File: config.mk
export PLATFORM = sky130hd
export DESIGN_NAME = branch_predict_unit
export DESIGN_NICKNAME = d
export VERILOG_FILES = /design/src/rtl/branch_predict_unit.sv
export SDC_FILE = /design/constraint.sdc
export NUM_CORES = 2
export LEC_CHECK = 0
export ABC_AREA = 1
export BUFFER_PORTS_ARGS = -buffer_cell sky130_fd_sc_hd__buf_2
export CORE_ASPECT_RATIO = 0.7
export CORE_UTILIZATION = 30
export CTS_BUF_LIST = sky130_fd_sc_hd__clkbuf_8
export CTS_CLUSTER_DIAMETER = 100
export DETAILED_ROUTE_END_ITERATION = 8
export GPL_ROUTABILITY_DRIVEN = 1
export PLACE_DENSITY = 0.43
export SYNTH_ARGS = -nofsm -noshare
export SYNTH_HDL_FRONTEND = slang
export SYNTH_SLANG_ARGS = --single-unit
File: constraint.sdc
create_clock -name CLK -period 10.8 [get_ports CLK]
set_input_delay 2.7 -clock CLK [delete_from_list [all_inputs] [get_ports CLK]]
set_output_delay 2.7 -clock CLK [all_outputs]
set_load 0.01 [all_outputs]
File: src/rtl/branch_predict_unit.sv
// Direct-mapped BTB with 2-bit saturating direction counters and a combinational mispredict check.
// Optional statistics counters are enabled by defining BPU_STATS_EN.
module branch_predict_unit #(
  parameter int ENTRIES = 16,
  parameter int WORD_W  = 32
) (
  input  logic              CLK,
  input  logic              nRST,
  input  logic              flush,
  input  logic              lookup_en,
  input  logic [WORD_W-1:0] lookup_pc,
  output logic              pred_taken,
  output logic [WORD_W-1:0] pred_npc,
  input  logic              upd_valid,
  input  logic [WORD_W-1:0] upd_pc,
  input  logic              upd_taken,
  input  logic [WORD_W-1:0] upd_target,
  input  logic              upd_pred_taken,
  input  logic [WORD_W-1:0] upd_pred_npc,
  output logic              mispredict,
`ifdef BPU_STATS_EN
  output logic [31:0]       stat_lookups,
  output logic [31:0]       stat_mispredicts,
`endif
  output logic [WORD_W-1:0] correct_npc
);

  localparam int IDX_W = $clog2(ENTRIES);
  localparam int TAG_W = WORD_W - IDX_W - 2;

  logic              valid_q  [ENTRIES];
  logic [TAG_W-1:0]  tag_q    [ENTRIES];
  logic [WORD_W-1:0] target_q [ENTRIES];
  logic [1:0]        ctr_q    [ENTRIES];

  logic [IDX_W-1:0] lk_idx;
  logic [TAG_W-1:0] lk_tag;
  logic             lk_hit;
  logic [IDX_W-1:0] up_idx;
  logic [TAG_W-1:0] up_tag;
  logic             up_hit;

  assign lk_idx = lookup_pc[IDX_W+1:2];
  assign lk_tag = lookup_pc[WORD_W-1:IDX_W+2];
  assign up_idx = upd_pc[IDX_W+1:2];
  assign up_tag = upd_pc[WORD_W-1:IDX_W+2];

  // Lookup reads the registered table only, so a same-cycle update is not visible.
  assign lk_hit     = valid_q[lk_idx] && (tag_q[lk_idx] == lk_tag);
  assign pred_taken = lk_hit && ctr_q[lk_idx][1];
  assign pred_npc   = pred_taken ? target_q[lk_idx] : lookup_pc + WORD_W'(4);

  assign up_hit = valid_q[up_idx] && (tag_q[up_idx] == up_tag);

  assign mispredict  = upd_valid &&
                       ((upd_taken != upd_pred_taken) ||
                        (upd_taken && (upd_target != upd_pred_npc)));
  assign correct_npc = upd_taken ? upd_target : upd_pc + WORD_W'(4);

  always_ff @(posedge CLK) begin
    if (!nRST) begin
      for (int i = 0; i < ENTRIES; i++) begin
        valid_q[i]  <= 1'b0;
        tag_q[i]    <= '0;
        target_q[i] <= '0;
        ctr_q[i]    <= 2'b01;
      end
    end else if (flush) begin
      for (int i = 0; i < ENTRIES; i++) begin
        valid_q[i] <= 1'b0;
      end
    end else if (upd_valid) begin
      if (up_hit) begin
        if (upd_taken) begin
          ctr_q[up_idx]    <= (ctr_q[up_idx] == 2'b11) ? 2'b11 : ctr_q[up_idx] + 2'd1;
          target_q[up_idx] <= upd_target;
        end else begin
          ctr_q[up_idx] <= (ctr_q[up_idx] == 2'b00) ? 2'b00 : ctr_q[up_idx] - 2'd1;
        end
      end else if (upd_taken) begin
        // Taken miss replaces whatever occupies the slot, starting weakly taken.
        valid_q[up_idx]  <= 1'b1;
        tag_q[up_idx]    <= up_tag;
        target_q[up_idx] <= upd_target;
        ctr_q[up_idx]    <= 2'b10;
      end
    end
  end

`ifdef BPU_STATS_EN
  always_ff @(posedge CLK) begin
    if (!nRST) begin
      stat_lookups     <= '0;
      stat_mispredicts <= '0;
    end else begin
      if (lookup_en && (stat_lookups != 32'hFFFF_FFFF)) begin
        stat_lookups <= stat_lookups + 32'd1;
      end
      if (mispredict && (stat_mispredicts != 32'hFFFF_FFFF)) begin
        stat_mispredicts <= stat_mispredicts + 32'd1;
      end
    end
  end

  logic unused_bits;
  assign unused_bits = ^lookup_pc[1:0];
`else
  logic unused_bits;
  assign unused_bits = ^{lookup_pc[1:0], lookup_en};
`endif

endmodule

After elaboration in Yosys (flattened, before gate mapping)
Memory sizes are Yosys's and may differ from the RTL's.
Cells that the tools add are included.

word-level totals
  latch bits = 0
  output and inout port bits = 66
  logic and storage cells = 99
  RAM bits = 976
  memories kept = 4
  bits in read-only memories = 0
  bits of input ports = 135
  bits in registers = 0

operators by class
  reductions and logical operators = 11
  order comparisons = 0
  multiplexer cells = 56
  shift-type cells = 0
  bitwise logic cells = 19
  add/subtract/negate cells = 4
  div/mod/pow operators = 0
  multiply operators = 0
  eq/ne operators = 5

memory list
  name      words  width  read ports  clocked after Yosys merged registers in  wr ports  line  RTL
  target_q  16     32     1           0                                        16        33    logic [WORD_W-1:0] target_q [ENTRIES];
  tag_q     16     26     2           0                                        16        32    logic [TAG_W-1:0] tag_q [ENTRIES];
  ctr_q     16     2      2           0                                        16        34    logic [1:0] ctr_q [ENTRIES];
  valid_q   16     1      2           0                                        16        31    logic valid_q [ENTRIES];

operator list
  cell                   number
  $mux 32                4
  $add 32x3->32 const B  2
  $eq 26x26->1           2
  $mux 1                 42
  $ne 32x32->1           1
  $reduce_or 32->1       1
  $mux 26                1
  $reduce_or 26->1       1
  $or 1x1->1             19
  $mux 4                 4
  $mux 2                 5
  $logic_and 1x1->1      5
  $add 2x1->2 const B    1
  $eq 2x2->1 const B     1
  $logic_not 2->1        1
  $reduce_or 2->1        1
  $sub 2x1->2 const B    1
  $logic_or 1x1->1       1
  $ne 1x1->1             1
  $reduce_or 1->1        1

Logic depth before layout (Yosys ltp)
An unclocked memory read counts as a cell.

  word-level depth = 12
  depth in mapped cells = 23
  gate-level depth less buffers = 20

Worst setup path before layout
No wires, ideal clock.

  path kind = input port to output port
  start = in lookup_pc[2]
  end = out pred_npc[11]
  data arrival time = 4.950 ns
  stages = 16
  buffers on the path = 5
  setup slack = 3.150 ns
  required time = 8.100 ns
  cells stage by stage = buf_4 > inv_2 > buf_4 > buf_4 > buf_2 > nand2_1 > a22oi_1 > o2111ai_1 > nand3_1 > nand4_1 > nor2_1 > nand3_1 > nor2_2 > inv_2 > clkbuf_1 > o21ai_0

between the ends
  longest elaborated chain between the ends = 5
  elaborated cells on any way between the ends = 9
  those cells by class = 1 x add/sub; 1 x eq/ne; 1 x mux; 2 x reduce/logical; 4 x memory

ends and longest elaborated chain
  what               line  RTL
  start, declared    11    input logic [WORD_W-1:0] lookup_pc,
  $mem_v2 16x26      -
  $eq 26x26->1       49    assign lk_hit = valid_q[lk_idx] && (tag_q[lk_idx] == lk_tag);
  $logic_and 1x1->1  49
  $logic_and 1x1->1  50    assign pred_taken = lk_hit && ctr_q[lk_idx][1];
  $mux 32 (*)        51    assign pred_npc = pred_taken ? target_q[lk_idx] : lookup_pc + WORD_W'(4);
  end, declared      13    output logic [WORD_W-1:0] pred_npc,

Every way passes the cells marked *; elsewhere a longest branch is shown, timed or not.

Worst setup path after layout
  start = in lookup_pc[3]
  end = out pred_npc[30]

Same word-level chain as after synthesis.

==> impl_metrics.py <==
metrics = {
    "worst_setup_path": {
        "required_ns": 8.10,
        "path_buf_inv": 4,
        "cp_cell_sequence": "buf_8 -> inv_8 -> a21oi_1 -> o21ai_0 -> nand3_1 -> nand3_1 -> nand3_1 -> xor2_1 -> nor2_1 -> nand2_1 -> nor2_1 -> nand2_1 -> nor2_4 -> inv_2 -> nand3_1 -> nand2_1 -> buf_2",
        "critPathLaunch": "lookup_pc[3]",
        "ff2ff_path_depth": 18,
        "crit_top_cell": "nand3_1",
        "crit_end": "pred_npc[30]",
        "worst-path-stages": 17,
        "crit_type": "primary input to output port",
        "r2r_end": "tag_q[12][20]",
        "crit_family": "simple AND/OR/NAND/NOR gates",
        "r2r_start": "tag_q[10][5]",
        "r2r_slack_ns": 5.89,
        "startpoint_type": "primary input",
        "slowest_stage": "buf_8",
        "critPathMaxStageDelay_ns": 0.57,
        "critPathMaxFanout": 84,
        "end_kind": "output port",
        "arrival_ns": 7.10,
    },
    "detailed_routing": {
        "wire_per_inst_um": 28.5,
        "antenna_left": 0,
        "drt_first_pass_iters": 8,
        "drt_iter0_drc": 6338,
        "drc_errors": 0,
        "num_vias": 45700,
        "wl_mm": 241,
        "viasPerCell": 5.41,
    },
    "global_routing": {
        "gr-total-overflow": 0,
        "grt_pass1_wl_mm": 332,
        "track_usage_pct": 27.2,
        "first_global_vias": 41800,
        "grt_max_degree": 182,
        "antenna_found_initial": 28,
    },
    "cts": {
        "cts_root_buffer": "clkbuf_8",
        "h-tree-depth": 4,
        "ctsHoldBuffers": 0,
        "cts_buffers": 171,
        "cts_tree": "yes",
        "clk_pin_slew_worst_paths_ns": 0.06,
        "cts_sinks": 976,
        "clock_latency_ns": 0.97,
        "post_cts_resized": 0,
        "cts_setup_buffers": 0,
        "clockBufferDepth": 3,
    },
    "yosys": {
        "ys_ff_latch": 976,
        "synth-compound-area-share_pct": 12.6,
        "synth-simple-area-share_pct": 22.5,
        "synth_edf_count": 960,
        "syn_inst": 6000,
        "yosys.area_share.adder_pct": 0.122,
        "yosys_warnings": 0,
        "avgSynthCellArea_um2": 8.57,
        "ys_seq_area_share_pct": 56.7,
        "synth_nets": 6140,
        "ys.flop_type": "edfxtp_1",
        "synth_cell_types": 49,
        "yosysTopAreaCellShare_pct": 56.0,
        "synth_top_family_by_area": "simple AND/OR/NAND/NOR gates",
        "synth_area_leaders": "edfxtp_1, nor2_1, nand2_1, o21ai_0, inv_1",
        "yosys.area.top_type": "edfxtp_1",
        "synth_xor_area_share_pct": 0.937,
        "synth_area_um2": 51400,
        "muxShareOfSynthArea_pct": 0,
        "async_flop_share_pct": 0,
    },
    "timing": {
        "worstMarginPinSlew_ns": 1.16,
        "fin_skew_ns": 0.0816,
        "fmax_ghz": 0.102,
        "period_minus_slack_ns": 9.80,
        "period_share_pct": 90.7,
        "grt_setup_unrepaired": "false",
        "slew_headroom_pct": 22.2,
        "hold_viol": 0,
        "setup_violations": 0,
        "setup_slack_ns": 1.00,
        "final.setup.tns_ns": 0,
        "slew_viol_final": 0,
    },
    "finish": {
        "areaGrowthSynthToFinish_pct": 12.3,
        "final_nets": 6206,
        "drive_gt1_share_pct": 10.2,
    },
    "run_status": {
        "outcome": "finished, final reports clean",
    },
    "power_and_ir_drop": {
        "ir_drop_v": 0.000132,
        "power.density_nw_per_um2": 154,
        "power.total_uw": 8880,
        "p_leak_uw": 0.0228,
    },
    "floorplan": {
        "dieArea_um2": 173000,
        "core_area_um2": 169000,
        "row_count": 126,
        "io_pins": 201,
        "fp.dieW_um": 497,
        "start_util_pct": 30.3,
        "die-height_um": 348,
    },
    "placement": {
        "place_hpwl_mm": 149,
        "post-place-ws_ns": 1.20,
        "port_buffers": 199,
        "gp_congestion": 0.965,
    },
    "hold_path": {
        "hp-class": "flop to flop",
    },
    "job": {
        "max-cap-violations": 0,
    },
}
==> worst min path at each step <==
stage	start	to	depth (start not counted)
floorplan	valid_q[7]	valid_q[7]	2
global placement	valid_q[15]	valid_q[15]	2
detailed placement	valid_q[15]	valid_q[15]	2
CTS	valid_q[15]	valid_q[15]	2
global route	valid_q[7]	valid_q[7]	2
finish	valid_q[15]	valid_q[15]	2
==> registers in the layout (all words and copies together), names as in the netlist <==
| signal | count |
|---|---|
| tag_q | 416 |
| valid_q | 16 |
| target_q | 512 |
| ctr_q | 32 |
==> stage by stage <==
stage	hold WS [ns]	instance area, um^2	util (%)	std cells
4_1_cts	0.467	57700	34.1	8438
5_1_grt	0.487	57800	34.1	8452
3_3_place_gp	0.458	54700	32.3	8133
2_1_floorplan	0.444	51400	-	6000
3_5_place_dp	0.455	54700	32.3	8133
6_report	0.472	57800	34.1	8458
==> where the power goes <==
part | leakage [uW] | switching [uW] | total (uW) | internal [uW]
clock | 0.00182 | 1700 | 3250 | 1550
sequential | 0.00922 | 58.5 | 4400 | 4340
combinational | 0.0118 | 939 | 1220 | 282
==> cell type report <==
type,count,area (um^2)
fillers,17700,112000
flip-flops and latches,976,29100
multi-input cells,4128,18700
well taps,2240,2800
clock buffers,174,2390
repair buffers,346,2300
inverters,443,1690
clock inverters,131,656
diodes,20,50.0
==> per-layer routing <==
layer / vias up / wire length, um / GRT usage (%)
met5: - / 41 / 0
met4: 6 / 7510 / 9.38
met3: 341 / 23200 / 5.38
met2: 2347 / 99200 / 38.8
met1: 22700 / 111000 / 40.4
li1: 20400 / - / -
==> cell usage after synthesis (all sizes together), types with 49 or more instances <==
library cell / instances
nor2: 1519
buf: 190
o211ai: 67
nand2: 1015
nor3: 54
o22ai: 89
edfxtp: 960
a21oi: 218
clkbuf: 263
nand4: 49
inv: 397
o21ai: 710
xor2: 51
nand3: 230
==> worst reg2reg max path, delay by kind of cell, from the launching register on <==
family | cells | cell delay [ns]
buffers and inverters | 2 | 0.72
flip-flops | 1 | 0.33
AO/OA/AOI/OAI | 2 | 0.39
AND/OR/NAND/NOR | 14 | 3.11
==> cell usage in the layout, fill, tap and decap left out, types with 44 or more instances in the layout <==
| master | count |
|---|---|
| nand2_1 | 964 |
| clkbuf_8 | 174 |
| buf_2 | 194 |
| o22ai_1 | 89 |
| nand4_1 | 49 |
| edfxtp_1 | 960 |
| clkinv_1 | 82 |
| nor2_1 | 1510 |
| buf_4 | 135 |
| o221ai_1 | 44 |
| a21oi_1 | 218 |
| nor3_1 | 46 |
| nand3_1 | 229 |
| o21ai_0 | 689 |
| inv_1 | 453 |
| o211ai_1 | 67 |
| xor2_1 | 51 |
==> cells by family after synthesis <==
group                    Yosys count
AND/OR/NAND/NOR                 2893
AO/OA/AOI/OAI                   1175
flip-flops                       976
XOR/XNOR                          55
buffers and inverters            896
adder cells (fa/ha/maj)            5
No activity file was read; power rests on OpenSTA's default activity.
